--- src/rtl/ahb_spi_master_slave.sv ---
// AHB-Lite MMIO responder with a byte-wide mode-0 SPI master for the boot flash.
// Registered address phase, zero-wait reads, two-cycle ERROR for bad accesses.
module ahb_spi_master_slave #(
  parameter int unsigned ADDR_WIDTH   = 8,
  parameter logic [7:0]  CLKDIV_RESET = 8'd4
) (
  input  logic                  HCLK,
  input  logic                  HRESETN,
  input  logic                  HSEL,
  input  logic [ADDR_WIDTH-1:0] HADDR,
  input  logic [1:0]            HTRANS,
  input  logic                  HWRITE,
  input  logic [2:0]            HSIZE,
  input  logic [31:0]           HWDATA,
  input  logic                  HREADY,
  output logic                  HREADYOUT,
  output logic                  HRESP,
  output logic [31:0]           HRDATA,
  input  logic                  SPISDI,
  output logic                  SPISCLKO,
  output logic                  SPISDO,
  output logic                  SPISS,
  output logic                  IRQ
);

  localparam int unsigned OffW = ADDR_WIDTH - 2;

  typedef enum logic [1:0] {StIdle, StShift, StDone} spi_state_e;

  logic            dp_valid_q, dp_write_q, err_q;
  logic [OffW-1:0] dp_off_q;
  logic [2:0]      ctrl_q;
  logic            rx_valid_q, overrun_q;
  logic [7:0]      rxdata_q, clkdiv_q;
  spi_state_e      state_q;
  logic [7:0]      shreg_q, div_cnt_q, cur_div_q;
  logic [3:0]      half_cnt_q;
  logic            sclk_q, rx_bit_q;

  logic sel_ctrl, sel_stat, sel_tx, sel_rx, sel_div, hit;
  logic busy, dp_err, tx_stall, wr_done, rd_done;
  logic ctrl_wr, stat_wr, tx_wr, div_wr, rx_rd, abort;
  logic unused_ok;

  assign unused_ok = ^{HSIZE, HTRANS[0], HADDR[1:0], HWDATA[31:8]};

  always_comb begin
    sel_ctrl  = dp_off_q == OffW'(0);
    sel_stat  = dp_off_q == OffW'(1);
    sel_tx    = dp_off_q == OffW'(2);
    sel_rx    = dp_off_q == OffW'(3);
    sel_div   = dp_off_q == OffW'(4);
    hit       = sel_ctrl | sel_stat | sel_tx | sel_rx | sel_div;
    busy      = state_q != StIdle;
    dp_err    = dp_valid_q && (!hit || (dp_write_q && sel_rx));
    tx_stall  = dp_valid_q && dp_write_q && sel_tx && busy;
    HREADYOUT = !((dp_err && !err_q) || tx_stall);
    HRESP     = dp_err;
    wr_done   = dp_valid_q && dp_write_q && !dp_err && !tx_stall;
    rd_done   = dp_valid_q && !dp_write_q && !dp_err;
    ctrl_wr   = wr_done && sel_ctrl;
    stat_wr   = wr_done && sel_stat;
    tx_wr     = wr_done && sel_tx;
    div_wr    = wr_done && sel_div;
    rx_rd     = rd_done && sel_rx;
    // Disabling while busy (or already disabled) drops the transfer immediately.
    abort     = busy && (!ctrl_q[0] || (ctrl_wr && !HWDATA[0]));
    HRDATA    = '0;
    if (rd_done) begin
      if (sel_ctrl)      HRDATA = {29'd0, ctrl_q};
      else if (sel_stat) HRDATA = {29'd0, overrun_q, rx_valid_q, busy};
      else if (sel_rx)   HRDATA = {24'd0, rxdata_q};
      else if (sel_div)  HRDATA = {24'd0, clkdiv_q};
    end
  end

  assign SPISCLKO = sclk_q;
  assign SPISDO   = shreg_q[7];
  assign SPISS    = ~ctrl_q[1];
  assign IRQ      = ctrl_q[2] & rx_valid_q;

  always_ff @(posedge HCLK) begin
    if (!HRESETN) begin
      dp_valid_q <= 1'b0;
      dp_write_q <= 1'b0;
      dp_off_q   <= '0;
      err_q      <= 1'b0;
      ctrl_q     <= '0;
      rx_valid_q <= 1'b0;
      overrun_q  <= 1'b0;
      rxdata_q   <= '0;
      clkdiv_q   <= CLKDIV_RESET;
      state_q    <= StIdle;
      shreg_q    <= '0;
      div_cnt_q  <= '0;
      cur_div_q  <= '0;
      half_cnt_q <= '0;
      sclk_q     <= 1'b0;
      rx_bit_q   <= 1'b0;
    end else begin
      if (HREADY) begin
        dp_valid_q <= HSEL & HTRANS[1];
        dp_write_q <= HWRITE;
        dp_off_q   <= HADDR[ADDR_WIDTH-1:2];
      end
      err_q <= dp_err & ~err_q;
      if (ctrl_wr) ctrl_q <= HWDATA[2:0];
      if (div_wr) clkdiv_q <= HWDATA[7:0];
      if (stat_wr && HWDATA[2]) overrun_q <= 1'b0;
      if (rx_rd) rx_valid_q <= 1'b0;
      if (abort) begin
        state_q <= StIdle;
        sclk_q  <= 1'b0;
      end else begin
        unique case (state_q)
          StIdle: begin
            if (tx_wr && ctrl_q[0]) begin
              shreg_q    <= HWDATA[7:0];
              div_cnt_q  <= '0;
              half_cnt_q <= '0;
              cur_div_q  <= clkdiv_q;
              state_q    <= StShift;
            end
          end
          StShift: begin
            if (div_cnt_q == cur_div_q) begin
              div_cnt_q  <= '0;
              half_cnt_q <= half_cnt_q + 4'd1;
              sclk_q     <= ~sclk_q;
              // Sample on the rising edge, shift the sample in on the falling edge.
              if (!sclk_q) rx_bit_q <= SPISDI;
              else         shreg_q  <= {shreg_q[6:0], rx_bit_q};
              if (half_cnt_q == 4'd15) state_q <= StDone;
            end else begin
              div_cnt_q <= div_cnt_q + 8'd1;
            end
          end
          StDone: begin
            rxdata_q   <= shreg_q;
            rx_valid_q <= 1'b1;
            if (rx_valid_q) overrun_q <= 1'b1;
            state_q    <= StIdle;
          end
          default: state_q <= StIdle;
        endcase
      end
    end
  end

endmodule

--- config.mk ---
export PLATFORM = sky130hd
export DESIGN_NAME = ahb_spi_master_slave
export DESIGN_NICKNAME = d
export VERILOG_FILES = /design/src/rtl/ahb_spi_master_slave.sv
export SDC_FILE = /design/constraint.sdc
export NUM_CORES = 1
export LEC_CHECK = 0
export ABC_AREA = 1
export CAP_MARGIN = 20
export CORE_ASPECT_RATIO = 0.6
export CORE_MARGIN = 1.5
export CORE_UTILIZATION = 25
export CTS_BUF_LIST = sky130_fd_sc_hd__clkbuf_4 sky130_fd_sc_hd__clkbuf_8 sky130_fd_sc_hd__clkbuf_16
export DETAILED_ROUTE_END_ITERATION = 7
export PLACE_DENSITY = 0.46
export SKIP_CTS_REPAIR_TIMING = 1
export SYNTH_ARGS = -nofsm -noshare
export SYNTH_HDL_FRONTEND = slang
export SYNTH_SLANG_ARGS = --single-unit
--- constraint.sdc ---
create_clock -name HCLK -period 2.4 [get_ports HCLK]
set_input_delay 0.48 -clock HCLK [delete_from_list [all_inputs] [get_ports HCLK]]
set_output_delay 0.48 -clock HCLK [all_outputs]
set_load 0.1 [all_outputs]
### Word-level counts from Yosys, hierarchy flattened

Cells that the tools add are included.
Widths: inputs -> output; s select.

| storage, ports and cells | value |
|---|---|
| input bits | 51 |
| output and inout port bits | 38 |
| flip-flop bits (word level) | 62 |
| logic and storage cells | 111 |

| operators by class | value |
|---|---|
| bitwise logic cells | 12 |
| equal/unequal tests | 12 |
| muxes and demuxes | 26 |
| add/sub/neg operators | 2 |
| reduce and logical (&&, ||, !) cells | 43 |

Operator list:

| kind | count |
|---|---|
| $mux 8 | 10 |
| $pmux 8 s2 | 2 |
| $logic_and 1x1->1 | 19 |
| $eq 6x2->1 const B | 2 |
| $reduce_and 3->1 | 3 |
| $add 8x1->8 const B | 1 |
| $eq 8x8->1 | 1 |
| $logic_not 1->1 | 8 |
| $mux 4 | 2 |
| $ne 2x2->1 const B | 4 |
| $pmux 4 s2 | 1 |
| $reduce_and 4->1 | 2 |
| $mux 1 | 7 |
| $eq 6x1->1 const B | 1 |
| $eq 6x3->1 const B | 1 |
| $logic_not 6->1 | 1 |
| $mux 2 | 3 |
| $not 1->1 | 5 |
| $reduce_and 5->1 | 1 |
| $add 4x1->4 const B | 1 |
| $eq 4x4->1 const B | 1 |
| $or 1x1->1 | 4 |
| $pmux 2 s2 | 1 |
| $reduce_and 2->1 | 2 |
| 7 further kinds | 12 |

### Logic depth before layout (Yosys ltp)

Gate-level depths: netlist (run 1).

| depth | value |
|---|---|
| depth in word-level cells | 17 |
| mapped depth | 12 |
| mapped depth without buffers | 12 |

### Worst setup path before layout (run 1)

No wires, ideal clock.

| path | value |
|---|---|
| path type | flip-flop to output port |
| from | reg dp_off_q[1] |
| to | out HRDATA[3] |
| required time | 1,920 ps |
| path buffers | 0 |
| data arrival time | 3,293 ps |
| path slack | -1,373 ps |
| stages on the path, launching flop included | 8 |
| cell sequence | dfxtp_1 > inv_2 > nand2_2 > a21oi_2 > nand2_2 > nor3_1 > inv_1 > a211oi_1 |

| on the way | value |
|---|---|
| longest elaborated chain between the ends | 11 |
| elaborated cells between the ends (all ways) | 20 |
| those cells by class | 4 x eq/ne; 5 x mux; 4 x bitwise; 7 x reduce/logical |

RTL lines:

| item | line | text |
|---|---|---|
| from (decl) | 31 | `logic [OffW-1:0] dp_off_q;` |
| from (signal assigned) | 104 | `dp_off_q <= HADDR[ADDR_WIDTH-1:2];` |
| $eq 6x1->1 or $logic_not 6->1 (tied branches) | 49, 48 |  |
| $or 1x1->1 (4 in a row) | 53 | `hit = sel_ctrl \| sel_stat \| sel_tx \| sel_rx \| sel_div;` |
| $logic_not 1->1 | 55 | `dp_err = dp_valid_q && (!hit \|\| (dp_write_q && sel_rx));` |
| $logic_or 1x1->1 | 55 |  |
| $logic_and 1x1->1 | 55 |  |
| $logic_not 1->1 | 60 | `rd_done = dp_valid_q && !dp_write_q && !dp_err;` |
| $logic_and 1x1->1 | 60 |  |
| $mux 8 (*) | 69 | `if (rd_done) begin` |
| to (decl) | 18 | `output logic [31:0] HRDATA,` |

Every way passes the cells marked *; elsewhere a longest branch is shown, timed or not.

### Final worst setup path (run 1)

| path | value |
|---|---|
| from | reg dp_off_q[0] |
| to | out HRDATA[3] |

Same word-level chain as after synthesis.

==> flow_summary.ini, run 1 <==
[clock_tree]
numCtsBuffers = 9
cts_tree = done
clockBufferDepth = 2
ctsRootBufferMaster = clkbuf_16
htree_levels = 3
path_clk_slew_ns = 0.05
clock_sinks = 62
clkLatencyLatePin_ns = 0.34

[pwr]
clockPowerShare = 0.492
sw_frac_of_total = 0.276
power_frac_seq = 0.376
power_frac_comb = 0.132
p_per_area_nw_per_um2 = 648
max-vdd-ir-drop_v = 0.000357
power.total_mw = 2.80
p_sw_uw = 773
p_int_mw = 2.03
p_leak_nw = 1.68

[critical_path]
reg2reg_slack_ns = 0.39
path_max_fanout = 5
worst_setup_path_end_kind = output pin
critPathArrivalTime_ns = 2.02
startpoint_type = register
critPathKind = reg -> out
crit_required_ns = 1.92

[global_routing]
grt-ovfl-total = 0
grt_pass1_wl_um = 14900
grt_max_degree = 32
grt_use_total = 0.140
antenna_found_initial = 0
grt_pass1_vias = 2928

[layout]
finish.net_count = 576
design_area_um2 = 4320
multi_input_area_um2 = 1810
final_core_util = 0.336
diodes = 0
area.growth.synth_to_final_pct = 31.1
drive_gt1_frac = 0.175
n_fill_cell = 1393
regArea_um2 = 1250

[min_path]
hold_class = reg -> reg

[sta]
fin_ws_ns = -0.0977
fin_skew_ns = 0.00619
fmax_mhz = 400
min_period_over_period = 1.04
setup_viol = 7
hold_viol_final = 0
finalCriticalPeriod_ns = 2.50
rsz0062_at_grt = true
slew_violations = 0

[detailed_routing]
drt_iter0_drc = 175
drc = 0
vias = 3107
first_pass_iters = 6
drt_wl_total_um = 9180
wl_per_cell_um = 13.2
antenna_left = 0
vias_per_cell = 4.46

[placement]
gp_congestion = 0.807
port_buffers = 34
post_dp_cell_area_um2 = 3920
hpwl_um = 6820

[die]
rows = 32
die_area_um2 = 13900
core_area_um2 = 12900
ios = 89
die_w_um = 151
die_y_um = 92.0
start_util = 0.257

[yosys]
synth-seq-area-share = 0.376
avgSynthCellArea_um2 = 6.93
synth_seq_cells = 62
syn-cell-area_um2 = 3300
synthCells = 476
yosys_warnings = 0
ys_types = 33

[outcome]
status = finished with violations
violations = setup timing

[job]
cap_violations = 0
area by class of cell:
cell class / instances / area share
Multi-Input combinational cell: 350 / 0.418
Tap cell: 170 / 0.0492
Timing Repair Buffer: 50 / 0.128
Sequential cell: 62 / 0.289
Clock buffer: 10 / 0.0539
Clock inverter: 5 / 0.0174
Inverter: 50 / 0.0443
state kept, by name, summed over array words and instances, names as in the netlist:
| signal | cells |
|---|---|
| SPISCLKO | 1 |
| clkdiv_q | 8 |
| ctrl_q | 3 |
| cur_div_q | 8 |
| div_cnt_q | 8 |
| dp_off_q | 6 |
| dp_valid_q | 1 |
| dp_write_q | 1 |
| err_q | 1 |
| half_cnt_q | 4 |
| overrun_q | 1 |
| rx_bit_q | 1 |
| rx_valid_q | 1 |
| rxdata_q | 8 |
| shreg_q | 8 |
| state_q | 2 |
critical path: stages, from the launching register on:
cell and delay, ns:
dfxtp_4 0.36, inv_2 0.06, nand2_2 0.08, a21oi_2 0.14
nand2_2 0.07, nor3_2 0.16, buf_4 0.16, clkinvlp_4 0.15
a211oi_4 0.29, buf_12 0.21
placed cells by master, fill, tap and decap left out, drive strengths merged:
master           n
clkinvlp         1
dfxtp           62
o211ai           4
clkdlybuf4s50   20
nand3           32
a211oi          10
o21ai           34
clkbuf          10
a21oi           44
ha               2
a31oi            2
xor2             4
nor3             4
nand2          109
buf             30
nor2            70
clkinv           3
inv             49
bufinv           2
xnor2            1
or2              1
nand4            9
conb            24
metal layers:
metal / GRT usage / vias up / routed length, µm
met5: 0 / - / 0
met4: 0.0324 / 0 / 82
met3: 0.0478 / 9 / 534
met2: 0.193 / 65 / 3530
met1: 0.206 / 1440 / 5030
li1: - / 1593 / -
Yosys cell counts:
master,instances,area share
buf_1,1,0.0011
inv_2,6,0.0068
dfxtp_1,62,0.38
xor2_1,4,0.011
a21oi_1,43,0.065
buf_4,24,0.055
o21ai_1,5,0.0076
buf_2,2,0.0030
a31oi_1,2,0.0038
nand3_4,1,0.0053
nand3_2,1,0.0030
nor2_2,4,0.0076
o211ai_1,4,0.0091
buf_6,3,0.010
or2_2,1,0.0019
conb_1,1,0.0011
nand2_4,3,0.010
ha_1,2,0.0076
a21oi_2,1,0.0027
nand4_1,8,0.015
xnor2_1,1,0.0027
nand4_2,1,0.0038
o21ai_0,29,0.044
nand3_1,30,0.046
nand2_2,8,0.015
nor2_4,3,0.010
a211oi_1,10,0.023
nor2_1,62,0.071
nor2_8,1,0.0061
nor3_1,4,0.0061
nand2_1,98,0.11
inv_1,44,0.050
clkbuf_1,7,0.0080
power by group through the flow:
| stage | clock, mW | combinational [mW] | sequential, mW |
|---|---|---|---|
| 2_1_floorplan | 0 | 0.307 | 1.07 |
| 3_3_place_gp | 0 | 0.354 | 1.07 |
| 3_5_place_dp | 0 | 0.355 | 1.07 |
| 4_1_cts | 1.41 | 0.356 | 1.05 |
| 5_1_grt | 1.46 | 0.388 | 1.05 |
| 6_report | 1.38 | 0.369 | 1.05 |
through the flow:
step / TNS, ns / setup WS, ns / instances / hold slack [ns]
2_1_floorplan: -0.301 / -0.0643 / 499 / 0.401
3_3_place_gp: 0 / 0.175 / 677 / 0.410
3_5_place_dp: 0 / 0.186 / 677 / 0.418
4_1_cts: -1.04 / -0.188 / 692 / 0.426
5_1_grt: -1.53 / -0.224 / 697 / 0.456
6_report: -0.576 / -0.0977 / 697 / 0.428
path summary, 6_finish.rpt:
path | to | startpoint | cells after the start
worst min-delay path | err_q | err_q | 1
worst min register to register | err_q | err_q | 1
worst max-delay path | HRDATA[3] | dp_off_q[0] | 9
worst max register to register | div_cnt_q[0] | dp_off_q[4] | 11
cells by family after synthesis:
group | count (synthesis) | synth area share
AOI/OAI and AO/OA | 94 | 0.155
and+or+nand+nor | 225 | 0.312
DFF | 62 | 0.376
buffers and inverters | 87 | 0.134
other | 1 | 0.00114
adders and majority gates | 2 | 0.00759
xor gates and xnor gates | 5 | 0.0133
No activity file was read; power rests on OpenSTA's default activity.
==> run 2, diff against run 1 <==
- GPL_TIMING_DRIVEN: default -> 1
==> results of run 2 <==
The final DEF is identical to that of run 1; final timing and power are the same.
==> run 3, diff against run 2 <==
- ABC_AREA: 1 -> default
==> flow_summary.ini, run 3 <==
[clock_tree]
numCtsBuffers = 9
path_clk_slew_ns = 0.05
clock_sinks = 62
cts_tree = done
clkLatencyLatePin_ns = 0.34
clockBufferDepth = 2
ctsRootBufferMaster = clkbuf_16
htree_levels = 3

[sta]
rsz0062_at_grt = true
slew-limit-headroom = 0.513
finalCriticalPeriod_ns = 2.38
fmax_mhz = 420
min_period_over_period = 0.992
setup_viol = 0
fin_skew_ns = 0.00941
slew_violations = 0
hold_viol_final = 0
worst_pin_slew_ns = 0.730

[placement]
gp_congestion = 0.761
post_dp_cell_area_um2 = 3920
hpwl_um = 6380
port_buffers = 34

[layout]
final_core_util = 0.333
mostFrequentLayoutCells = 65 x nand2_1, 59 x dfxtp_1, 35 x mux2i_1
design_area_um2 = 4290
drive_gt1_frac = 0.175
finish.net_count = 487
final_common_cell = nand2_1
area.growth.synth_to_final_pct = 29.3
diodes = 0

[detailed_routing]
wl_per_cell_um = 14.4
drc = 0
vias_per_cell = 4.63
antenna_left = 0
first_pass_iters = 4
drt_wl_total_um = 8750
drt_iter0_drc = 192
vias = 2821

[yosys]
synth_area_leaders = dfxtp_1 37%, mux2i_1 11%, nand2_1 7.4%
ys_async_sr_fraction = 0
syn-cell-area_um2 = 3320
synth_seq_cells = 62
avgSynthCellArea_um2 = 8.40
synth_top_area_frac = 0.374
synth_top_cell_by_area = dfxtp_1
yosys_warnings = 0
synth_flop_cell = dfxtp_1
synthCells = 395
synth-seq-area-share = 0.374
synth_edf_count = 0
ys_types = 55
synth_commonest_cells = 65 x nand2_1, 62 x dfxtp_1, 35 x mux2i_1
yosysMostFrequentCell = nand2_1

[critical_path]
worst_setup_path_end_kind = output pin
crit_required_ns = 1.92
path_max_fanout = 4
cpMaxStageDelayCell = or3_4
cp_cell_sequence = or3_4 > nor4_4 > buf_4 > nand2_1 > a21oi_2 > buf_12
critPathKind = reg -> out
slowest_delay_ns = 0.41
critPathArrivalTime_ns = 1.90
startpoint_type = register

[global_routing]
grt_pass1_vias = 2525
grt_max_degree = 40
grt_use_total = 0.135
grt_pass1_wl_um = 14100
grt-ovfl-total = 0
antenna_found_initial = 0

[die]
die_area_um2 = 14000
die_y_um = 92.2
die_w_um = 152
ios = 89
start_util = 0.257
core_area_um2 = 12900
rows = 32

[min_path]
hold_class = reg -> reg

[outcome]
status = finished, final reports clean

[job]
cap_violations = 0

[pwr]
p_leak_nw = 1.74
max-vdd-ir-drop_v = 0.000288
p_per_area_nw_per_um2 = 639
==> run 3: routing by layer <==
metal  vias up  share of wire  track usage
li1       1421              -            -
met2        62           0.37        0.161
met1      1333           0.57        0.218
met5         -              0            0
met4         0         0.0085       0.0385
met3         5          0.055       0.0428
==> run 3: path summary, 6_finish.rpt <==
path | from | to | slack (ns) | depth (start not counted)
max reg2reg | state_q[0] | shreg_q[7] | 0.24 | 4
min | err_q | err_q | 0.44 | 1
max | dp_off_q[4] | HRDATA[2] | 0.02 | 6
min reg2reg | err_q | err_q | 0.44 | 1
==> run 3: critical path, delay by kind of cell (launching register included) <==
| kind | cells | cell delay [ns] |
|---|---|---|
| buffers and inverters | 2 | 0.36 |
| DFF | 1 | 0.35 |
| and+or+nand+nor | 3 | 0.68 |
| AOI/OAI and AO/OA | 1 | 0.18 |
==> run 3: logic make-up after synthesis <==
family | after synthesis | synth area share
DFF | 62 | 0.374
xor gates and xnor gates | 8 | 0.0211
buffers and inverters | 54 | 0.0928
AOI/OAI and AO/OA | 61 | 0.126
adders and majority gates | 2 | 0.00754
and+or+nand+nor | 172 | 0.272
other | 1 | 0.00113
muxes | 35 | 0.106
==> run 3: area by class of cell <==
class	count	area, µm²
Clock buffer	10	239
Inverter	7	26.3
Fill cell	1381	8600
Timing Repair Buffer	52	573
Tap cell	170	213
Multi-Input combinational cell	302	1920
Clock inverter	6	70.1
Sequential cell	62	1240
==> run 3: report_power, final <==
group,total (mW),switching [mW],internal (mW)
Clock,1.34,0.508,0.837
Combinational,0.345,0.262,0.0826
Sequential,1.05,0.0129,1.04
Total,2.74,0.783,1.96
==> run 3: metrics by stage <==
stage	TNS [ns]	hold slack (ns)	total power [mW]	worst slack [ns]	cells
floorplan	-1.36	0.401	1.35	-0.206	418
global placement	0	0.413	1.40	0.0963	592
detailed placement	0	0.413	1.40	0.0926	592
CTS	-0.782	0.428	2.75	-0.160	608
global route	-0.133	0.465	2.83	-0.0420	609
finish	0	0.435	2.74	0.0181	609
